### src/rtl/vram_march_tester.sv
// vram_march_tester
//   VRAM bring-up engine. Single-byte commands from the UART RX path start
//   fill / verify passes over the whole VRAM address space with a
//   reproducible pattern. Results go back as a byte stream to the UART TX path.
//
// Ports
//   clock, reset_n        system clock, synchronous active-low reset
//   cmd_data_i/valid_i    command byte and its one-cycle qualifier
//   rsp_data_o/valid_o    response byte and its one-cycle write strobe
//   rsp_busy_i            UART TX busy; holds off response emission
//   busy_o                pass or response emission in progress
//   error_o               sticky: verify mismatch or bad opcode seen
//   vrd_n_o, vwr_n_o      VRAM read strobe, per-lane write strobes
//   va_o, vd_o, vd_i      VRAM address, write data, read data (lane k = [8k+7:8k])
//   vd_tristate_o         1 = FPGA pads not driving
//   lvl_vd_dir_o          1 = level shifter FPGA->VRAM
//
// Build option
//   VRAM_MARCH_LFSR_EN    pattern comes from a 16-bit Galois LFSR (taps 0xB400)
//                         instead of the address-derived pattern.
module vram_march_tester #(
  parameter int ADDR_WIDTH    = 15,
  parameter int LANES         = 2,
  parameter int SETUP_CYCLES  = 2,
  parameter int STROBE_CYCLES = 4
) (
  input  logic                    clock,
  input  logic                    reset_n,
  input  logic [7:0]              cmd_data_i,
  input  logic                    cmd_valid_i,
  output logic [7:0]              rsp_data_o,
  output logic                    rsp_valid_o,
  input  logic                    rsp_busy_i,
  output logic                    busy_o,
  output logic                    error_o,
  output logic                    vrd_n_o,
  output logic [LANES-1:0]        vwr_n_o,
  output logic [ADDR_WIDTH-1:0]   va_o,
  output logic [8*LANES-1:0]      vd_o,
  input  logic [8*LANES-1:0]      vd_i,
  output logic                    vd_tristate_o,
  output logic                    lvl_vd_dir_o
);

  localparam int ADDR_BYTES = (ADDR_WIDTH + 7) / 8;
  localparam int CNT_MAX    = (SETUP_CYCLES > STROBE_CYCLES) ? SETUP_CYCLES : STROBE_CYCLES;
  localparam int CNT_W      = $clog2(CNT_MAX + 1);
  localparam logic [ADDR_WIDTH-1:0] ADDR_LAST = '1;

  typedef enum logic [2:0] {IDLE, SEED_HI, SEED_LO, SETUP, STROBE, HOLD, NEXT, RESP} state_t;
  // Response kind doubles as the pass kind while a pass is running.
  typedef enum logic [2:0] {K_FILL, K_VERIFY, K_BOTH, K_REPORT, K_BAD} rsp_kind_t;

  state_t                  state_reg;
  rsp_kind_t               rsp_kind_reg;
  logic [CNT_W-1:0]        cnt_reg;
  logic [ADDR_WIDTH-1:0]   addr_reg;
  logic                    verify_reg;
  logic [7:0]              seed_lo_reg;
  logic [15:0]             err_count_reg;
  logic [ADDR_WIDTH-1:0]   fail_addr_reg;
  logic                    fail_seen_reg;
  logic                    error_reg, busy_reg;
  logic                    rsp_valid_reg;
  logic [7:0]              rsp_data_reg;
  logic [2:0]              rsp_idx_reg;
  logic                    vrd_n_reg, vd_tri_reg, dir_reg;
  logic [LANES-1:0]        vwr_n_reg;
  logic [8*LANES-1:0]      vd_reg;

  // Pattern base byte for the current address, for address 0 at pass start,
  // and for the address about to be entered.
  logic [7:0] base_cur, base_start, base_next;

`ifdef VRAM_MARCH_LFSR_EN
  logic [7:0]  seed_hi_reg;
  logic [15:0] lfsr_reg, lfsr_start, lfsr_step;
  // An all-zero LFSR would lock up, so a zero seed maps to 0xACE1.
  assign lfsr_start = ({seed_hi_reg, seed_lo_reg} == 16'h0000) ? 16'hACE1 : {seed_hi_reg, seed_lo_reg};
  assign lfsr_step  = {1'b0, lfsr_reg[15:1]} ^ (lfsr_reg[0] ? 16'hB400 : 16'h0000);
  assign base_cur   = lfsr_reg[7:0];
  assign base_start = lfsr_start[7:0];
  assign base_next  = lfsr_step[7:0];
`else
  logic [7:0] addr8;
  generate
    if (ADDR_WIDTH >= 8) begin : g_a8_wide
      assign addr8 = addr_reg[7:0];
    end else begin : g_a8_narrow
      assign addr8 = {{(8-ADDR_WIDTH){1'b0}}, addr_reg};
    end
  endgenerate
  assign base_cur   = addr8 + seed_lo_reg;
  assign base_start = seed_lo_reg;
  assign base_next  = addr8 + seed_lo_reg + 8'd1;
`endif

  function automatic logic [8*LANES-1:0] pattern_from(input logic [7:0] base);
    logic [8*LANES-1:0] p;
    for (int k = 0; k < LANES; k++) p[8*k +: 8] = base + 8'(k);
    return p;
  endfunction

  logic [8*LANES-1:0] exp_data;
  logic [LANES-1:0]   lane_miss;
  assign exp_data = pattern_from(base_cur);

  genvar gi;
  generate
    for (gi = 0; gi < LANES; gi++) begin : g_cmp
      assign lane_miss[gi] = (vd_i[8*gi +: 8] != exp_data[8*gi +: 8]);
    end
  endgenerate

  // Response stream: length and byte at rsp_idx_reg for the pending kind.
  logic [2:0]                rsp_len;
  logic [7:0]                rsp_byte;
  logic [8*ADDR_BYTES-1:0]   fail_addr_pad;

  always_comb begin
    fail_addr_pad = '0;
    fail_addr_pad[ADDR_WIDTH-1:0] = fail_addr_reg;
    case (rsp_kind_reg)
      K_VERIFY: rsp_len = 3'd3;
      K_BOTH:   rsp_len = 3'd4;
      K_REPORT: rsp_len = 3'(ADDR_BYTES + 1);
      default:  rsp_len = 3'd1;
    endcase
    rsp_byte = 8'h00;
    case (rsp_kind_reg)
      K_FILL:   rsp_byte = 8'hF1;
      K_BAD:    rsp_byte = 8'hEE;
      K_VERIFY: rsp_byte = (rsp_idx_reg == 3'd0) ? 8'hF2 :
                           (rsp_idx_reg == 3'd1) ? err_count_reg[15:8] : err_count_reg[7:0];
      K_BOTH:   rsp_byte = (rsp_idx_reg == 3'd0) ? 8'hF1 :
                           (rsp_idx_reg == 3'd1) ? 8'hF2 :
                           (rsp_idx_reg == 3'd2) ? err_count_reg[15:8] : err_count_reg[7:0];
      K_REPORT: begin
        if (rsp_idx_reg == 3'd0) rsp_byte = 8'hF4;
        // fail_addr goes out MSB byte first after the header.
        for (int b = 0; b < ADDR_BYTES; b++)
          if (rsp_idx_reg == 3'(ADDR_BYTES - b)) rsp_byte = fail_addr_pad[8*b +: 8];
      end
      default:  rsp_byte = 8'h00;
    endcase
  end

  always_ff @(posedge clock) begin
    if (!reset_n) begin
      state_reg     <= IDLE;
      rsp_kind_reg  <= K_FILL;
      cnt_reg       <= '0;
      addr_reg      <= '0;
      verify_reg    <= 1'b0;
      seed_lo_reg   <= 8'h00;
      err_count_reg <= 16'h0000;
      fail_addr_reg <= '0;
      fail_seen_reg <= 1'b0;
      error_reg     <= 1'b0;
      busy_reg      <= 1'b0;
      rsp_valid_reg <= 1'b0;
      rsp_data_reg  <= 8'h00;
      rsp_idx_reg   <= 3'd0;
      vrd_n_reg     <= 1'b1;
      vwr_n_reg     <= '1;
      vd_reg        <= '0;
      vd_tri_reg    <= 1'b1;
      dir_reg       <= 1'b0;
`ifdef VRAM_MARCH_LFSR_EN
      seed_hi_reg   <= 8'h00;
      lfsr_reg      <= 16'hACE1;
`endif
    end else begin
      rsp_valid_reg <= 1'b0;
      case (state_reg)
        IDLE: begin
          if (cmd_valid_i) begin
            case (cmd_data_i)
              8'h00: ;
              8'h01, 8'h02, 8'h03: begin
                busy_reg     <= 1'b1;
                addr_reg     <= '0;
                cnt_reg      <= '0;
                state_reg    <= SETUP;
                verify_reg   <= (cmd_data_i == 8'h02);
                rsp_kind_reg <= (cmd_data_i == 8'h01) ? K_FILL :
                                (cmd_data_i == 8'h02) ? K_VERIFY : K_BOTH;
                vd_tri_reg   <= (cmd_data_i == 8'h02);
                dir_reg      <= (cmd_data_i != 8'h02);
                vd_reg       <= (cmd_data_i == 8'h02) ? '0 : pattern_from(base_start);
                if (cmd_data_i == 8'h02) begin
                  err_count_reg <= 16'h0000;
                  fail_addr_reg <= '0;
                  fail_seen_reg <= 1'b0;
                end
`ifdef VRAM_MARCH_LFSR_EN
                lfsr_reg     <= lfsr_start;
`endif
              end
              8'h04: begin
                busy_reg     <= 1'b1;
                rsp_kind_reg <= K_REPORT;
                rsp_idx_reg  <= 3'd0;
                state_reg    <= RESP;
              end
              8'h05: state_reg <= SEED_HI;
              default: begin
                busy_reg     <= 1'b1;
                error_reg    <= 1'b1;
                rsp_kind_reg <= K_BAD;
                rsp_idx_reg  <= 3'd0;
                state_reg    <= RESP;
              end
            endcase
          end
        end
        SEED_HI: if (cmd_valid_i) begin
`ifdef VRAM_MARCH_LFSR_EN
          seed_hi_reg <= cmd_data_i;
`endif
          state_reg <= SEED_LO;
        end
        SEED_LO: if (cmd_valid_i) begin
          seed_lo_reg <= cmd_data_i;
          state_reg   <= IDLE;
        end
        SETUP: begin
          if (cnt_reg == CNT_W'(SETUP_CYCLES - 1)) begin
            cnt_reg   <= '0;
            state_reg <= STROBE;
            if (verify_reg) vrd_n_reg <= 1'b0;
            else            vwr_n_reg <= '0;
          end else begin
            cnt_reg <= cnt_reg + CNT_W'(1);
          end
        end
        STROBE: begin
          if (cnt_reg == CNT_W'(STROBE_CYCLES - 1)) begin
            cnt_reg   <= '0;
            state_reg <= HOLD;
            vrd_n_reg <= 1'b1;
            vwr_n_reg <= '1;
            // Read data is taken on the last cycle the read strobe is low.
            if (verify_reg && (|lane_miss)) begin
              error_reg <= 1'b1;
              if (err_count_reg != 16'hFFFF) err_count_reg <= err_count_reg + 16'd1;
              if (!fail_seen_reg) begin
                fail_seen_reg <= 1'b1;
                fail_addr_reg <= addr_reg;
              end
            end
          end else begin
            cnt_reg <= cnt_reg + CNT_W'(1);
          end
        end
        HOLD: begin
          if (addr_reg == ADDR_LAST) begin
            addr_reg   <= '0;
            vd_reg     <= '0;
            vd_tri_reg <= 1'b1;
            dir_reg    <= 1'b0;
            if (rsp_kind_reg == K_BOTH && !verify_reg) begin
              // Chained verify starts right away, from address 0.
              verify_reg    <= 1'b1;
              err_count_reg <= 16'h0000;
              fail_addr_reg <= '0;
              fail_seen_reg <= 1'b0;
              state_reg     <= SETUP;
`ifdef VRAM_MARCH_LFSR_EN
              lfsr_reg      <= lfsr_start;
`endif
            end else begin
              state_reg <= NEXT;
            end
          end else begin
            addr_reg  <= addr_reg + ADDR_WIDTH'(1);
            vd_reg    <= verify_reg ? '0 : pattern_from(base_next);
            state_reg <= SETUP;
`ifdef VRAM_MARCH_LFSR_EN
            lfsr_reg  <= lfsr_step;
`endif
          end
        end
        NEXT: begin
          rsp_idx_reg <= 3'd0;
          state_reg   <= RESP;
        end
        RESP: begin
          if (rsp_idx_reg == rsp_len) begin
            busy_reg  <= 1'b0;
            state_reg <= IDLE;
          end else if (!rsp_busy_i && !rsp_valid_reg) begin
            // Skipping the cycle after a strobe keeps bytes >= 2 cycles apart.
            rsp_data_reg  <= rsp_byte;
            rsp_valid_reg <= 1'b1;
            rsp_idx_reg   <= rsp_idx_reg + 3'd1;
          end
        end
        default: state_reg <= IDLE;
      endcase
    end
  end

  assign rsp_data_o    = rsp_data_reg;
  assign rsp_valid_o   = rsp_valid_reg;
  assign busy_o        = busy_reg;
  assign error_o       = error_reg;
  assign vrd_n_o       = vrd_n_reg;
  assign vwr_n_o       = vwr_n_reg;
  assign va_o          = addr_reg;
  assign vd_o          = vd_reg;
  assign vd_tristate_o = vd_tri_reg;
  assign lvl_vd_dir_o  = dir_reg;

endmodule

### config.mk
export PLATFORM = sky130hd
export DESIGN_NAME = vram_march_tester
export DESIGN_NICKNAME = d
export VERILOG_FILES = /design/src/rtl/vram_march_tester.sv
export SDC_FILE = /design/constraint.sdc
export NUM_CORES = 1
export LEC_CHECK = 0
export CORE_ASPECT_RATIO = 2
export CORE_MARGIN = 2
export CORE_UTILIZATION = 51
export DETAILED_ROUTE_END_ITERATION = 8
export PLACE_DENSITY_LB_ADDON = 0.25
export SLEW_MARGIN = 20
export SYNTH_ARGS = -nofsm -noshare
export SYNTH_HDL_FRONTEND = slang
export SYNTH_SLANG_ARGS = --single-unit
### constraint.sdc
create_clock -name clock -period 3.1 [get_ports clock]
set_input_delay 0.465 -clock clock [delete_from_list [all_inputs] [get_ports clock]]
set_output_delay 0.465 -clock clock [all_outputs]
set_load 0.005 [all_outputs]
### Yosys cells after proc, flatten, opt, wreduce, memory -nomap -nowiden

Index checks and enable logic that the tools add are counted.

* flip-flop bits (word level): 100
* output and inout port bits: 47
* word-level logic and storage cells: 214

* add/sub/neg operators: 8
* equal/unequal tests: 47
* muxes and demuxes: 96
* bitwise gates (word level): 4
* reductions and logical operators: 40

Operator list (number)
* 16-bit two-way mux: 13
* 15-bit two-way mux: 11
* 8-bit two-way mux: 8
* 3-bit two-way mux: 16
* 16-bit one-hot mux with 3 select lines: 1
* 15-bit one-hot mux with 3 select lines: 1
* 2-bit inequality test, second input constant: 20
* 8-bit one-hot mux with 5 select lines: 1
* 3-bit one-hot mux with 3 select lines: 4
* 16-bit one-hot mux with 2 select lines: 1
* 15-bit one-hot mux with 2 select lines: 1
* 8-bit by 1-bit adder with 8-bit output, second input constant: 3
* 1-bit two-way mux: 24
* 3-bit one-hot mux with 8 select lines: 1
* 3-bit by 2-bit equality test with 1-bit output, second input constant: 6
* 9-bit AND reduction: 2
* 16-bit by 1-bit adder with 16-bit output, second input constant: 1
* 8-bit by 2-bit equality test with 1-bit output, second input constant: 2
* 8-bit by 3-bit equality test with 1-bit output, second input constant: 2
* 16-bit inequality test, second input constant: 1
* 8-bit inequality test: 2
* 4-bit AND reduction: 4
* 15-bit by 1-bit adder with 15-bit output, second input constant: 1
* 15-bit equality test, second input constant: 1
* other kinds (29): 68

### Depth between registers and ports, before layout

* depth in word-level cells: 8
* depth in mapped cells: 14

### Worst setup path after synthesis

No wires, ideal clock.

* path kind: register -> register
* start: reg addr_reg[0] (netlist: va_o[0])
* end: reg fail_addr_reg[10]
* data arrival time: 3.333 ns
* path slack: -0.304 ns
* stages on the path, launching flop included: 13
* path buffers: 1
* period minus slack after synthesis: 3.404 ns
* cell sequence: dfxtp_1 > ha_1 > fa_1 > xor2_1 > ha_1 > nand2_1 > nor3b_4 > nand3_1 > or3b_1 > a221o_1 > nand4b_4 > buf_12 > mux2i_1

* cells in the longest elaborated chain, start to end: 7

Ends and longest elaborated chain
* from (decl): line 57 `logic [ADDR_WIDTH-1:0] addr_reg;`
* from (signal assigned): line 276 `addr_reg <= addr_reg + ADDR_WIDTH'(1);`
* 8-bit adder: line 93 `assign base_cur = addr8 + seed_lo_reg;`
* 8-bit by 1-bit adder with 8-bit output: line 100 `for (int k = 0; k < LANES; k++) p[8*k +: 8] = base + 8'(k);`
* 8-bit inequality test: line 111 `assign lane_miss[gi] = (vd_i[8*gi +: 8] != exp_data[8*gi +: 8]);`
* 2-bit OR reduction: line 244 `if (verify_reg && (|lane_miss)) begin`
* 1-bit logical AND: line 244
* 2-bit inequality test (no source line)
* 9-bit AND reduction (no source line) (*)
* to (signal assigned): line 249 `fail_addr_reg <= addr_reg;`
* to (decl): line 61 `logic [ADDR_WIDTH-1:0] fail_addr_reg;`

Every way passes the cells marked *; elsewhere a longest branch is shown, timed or not.
A chain may end at the register's enable or synchronous reset.

### Worst setup path in the final report

* start: reg addr_reg[0] (netlist: va_o[0])
* end: reg err_count_reg[15]

* cells in the longest elaborated chain, start to end: 7

Ends and longest elaborated chain
* 8-bit adder: line 93
* 8-bit by 1-bit adder with 8-bit output: line 100
* 8-bit inequality test: line 111
* 2-bit OR reduction: line 244
* 1-bit logical AND: line 244
* 2-bit inequality test (no source line)
* 9-bit AND reduction (no source line) (*)
* to (signal assigned): line 246 `if (err_count_reg != 16'hFFFF) err_count_reg <= err_count_reg + 16'd1;`
* to (decl): line 60 `logic [15:0] err_count_reg;`

Marks and branches as above.

==> reports/qor.csv <==
metric,value,unit
drt drc,0,
min Tclk post-route,3.32,ns
Clk pwr share,29.0,%
Pint,2450,uW
number of global-route vias before repair,6674,
failing checks,negative setup slack,
hold slack final,0.451,ns
crit-path max cell delay,0.49,ns
fin nets,967,
post-DR vias/cell,6.15,
initial DRC count,432,
worst-skew pair later-pin latency,0.35,ns
f_max,0.301,GHz
WL final,20900,microns
Initial Utilization,52.1,%
Synth Area per Inst,7.83,sq um
sequential area share after synthesis,31.6,%
largest net degree at the start of global routing,58,
number of synthesized flops with an enable pin,0,
CTS Hold Buffers Added,0,
CP bufs+invs,1,
routability cong.,1.01,
Worst Skew,0.00566,ns
global-route wire length before repair,32800,microns
Mapped Nets,852,
die width,82.5,microns
"commonest non-fill, non-tap cells in the layout","nand2_1 (121), dfxtp_1 (97), buf_4 (79)",
"most common cell after layout, fill and taps aside",nand2_1,
Synth Area in XOR/XNOR,5.68,%
I/O Pins,75,
Clock Tree Buf Depth,2,
leak pwr,0.00327,uW
dpl ws,-0.236,ns
dpl cells,1048,
CP arrival,3.59,ns
CTS Root Cell,clkbuf_16,
synthesized area,0.00628,sq mm
IO Port Bufs,74,
Overflow after GRT,0,
Pins Over Slew Limit,0,
crit path max fanout,19,
Power Total,3730,uW
dpl hpwl,15700,microns
Net Sw Power,1280,uW
H-tree depth,3,
Worst setup EP type,register,
Num Clock Sinks,99,
Post-synth ARST share,0,%
largest family of logic cells by synthesized area,simple AND/OR/NAND/NOR gates,
crit path cell chain,ha_4 > fa_2 > a211o_1 > o21ai_2 > xnor2_2 > nor3b_4 > nand3_2 > or3b_1 > a221o_2 > buf_12 > nand4_1 > mux2i_1,
mux share of post-synthesis cell area,5.42,%
n_diodes,0,
Relative slew margins,42.7,%
Synth Register Bits,99,
kind of cell adding the most delay to the critical path,simple AND/OR/NAND/NOR gates,
final hold vios,0,
critical path type,reg -> reg,
# rows,57,
"Top FF cell, synth",dfxtp_1,
"Reg clk slew, reported paths",0.07,ns
Net Sw Frac,34.3,%
All-Layer GR Usage,32.2,%
Worst IR Drop VDD,327,uV
Die Ht,161,microns
critical path launch point type,register,
fin crit share,107,%
CP required,3.37,ns
max-cap violations,0,
share of cells above drive strength 1,13.9,%
initial antenna violation count,0,
unrepaired setup endpoints after global routing,yes,
Post-Synth Simple-Gate Area,28.9,%
Non-Filler Instances,1069,
setup ws final,-0.219,ns
Least-Margin Pin Slew,0.849,ns
Critical-path top delay cell,a221o_2,
synth unique cells,69,
Yosys Warn Count,0,
Synth-to-Final Area Change,27.4,%
Compound-Gate Fraction of Synth Area,19.4,%
hold crit path type,reg -> reg,
power per cell area,467,mW/mm^2
CORE AREA,0.0121,sq mm
Setup-failing EPs final,33,
total CTS buffers,9,
sequential share of power,38.8,%
first-pass iteration count of the detailed router,5,
post-route core utilization,66.4,%
Comb power frac,32.2,%
"antenna viol nets, final",0,
Post-Synth Adder-Cell Area,4.50,%
status,"finished, violations left",
wire per inst,19.5,microns
Die Area,0.0133,sq mm
Cells after Synth,802,
CTS tree,yes,
vias after detailed routing,6571,
through the flow:
step | area [sq um] | setup TNS, ns
after floorplan | 6310 | -3.09
after global placement | 7600 | -2.72
after global routing | 8000 | -9.55
after detailed placement | 7600 | -5.50
after CTS | 7940 | -3.03
final | 8000 | -4.78
path summary, 6_finish.rpt:
check	startpoint	endpoint	slack [ns]	depth (start not counted)
worst max-delay path	va_o[0]	err_count_reg[15]	-0.22	12
worst min-delay path	vrd_n_o	vrd_n_o	0.45	1
worst max register to register	va_o[0]	err_count_reg[15]	-0.22	12
worst min register to register	vrd_n_o	vrd_n_o	0.45	1
synth_stat cells, drive strengths merged (3+ instances only):
cell type	number	area (sq um)
nor2b	28	175
nor3b	14	116
nor2	66	248
o211ai	7	52.6
o211a	11	110
nand3b	4	30.0
buf	7	50.1
or3	4	25.0
o31ai	5	37.5
ha	21	263
and4	4	35.0
nand4	19	119
and2	7	43.8
clkbuf	45	169
a221oi	13	114
a21o	6	45.0
o21ai	33	165
o21a	3	22.5
dfxtp	99	1980
nor4	4	25.0
a211oi	4	30.0
nand2b	11	68.8
nor3	15	75.1
mux2i	34	340
or2	4	25.0
nand2	121	454
o22ai	4	25.0
xnor2	22	208
a31oi	10	62.6
a21oi	42	210
inv	17	63.8
xor2	17	149
a22oi	8	60.1
nand3	33	165
a21boi	3	22.5
o21bai	5	37.5
and3	18	118
or4	3	22.5
kinds of logic after synthesis:
group                      count (synthesis)
AOI/OAI and AO/OA                        178
xor gates and xnor gates                  39
adders and majority gates                 22
buffers and inverters                     69
DFF                                       99
muxes                                     34
and+or+nand+nor                          361
power groups by stage:
stage	combinational [uW]	clock, uW	sequential [uW]
after floorplan	690	0	1460
after global placement	1150	0	1470
after detailed placement	1170	0	1470
after CTS	1180	1090	1450
after global routing	1310	1140	1460
final	1200	1080	1450
layout make-up:
class                           instances  area (sq um)
Fill cell                            1050          4050
Tap cell                              147           184
Inverter                               17          63.8
Clock inverter                          6          51.3
Clock buffer                           10           229
Timing Repair Buffer                  155          1370
Sequential cell                        99          1980
Multi-Input combinational cell        635          4120
layer usage:
metal	track usage (%)	vias up	routed length, microns
li1	-	3101	-
met1	31.0	3134	7100
met2	58.2	250	11300
met3	5.39	86	856
met4	22.8	0	1600
met5	0	-	0
timing repair:
item	in CTS	in global routing
resized for setup	7	9
setup endpoints to repair	33	35
hold endpoints to repair	0	0
cloned	1	0
pin swaps	2	8
buffers inserted	3	1
Note: power is estimated with default switching activity, not from simulation.
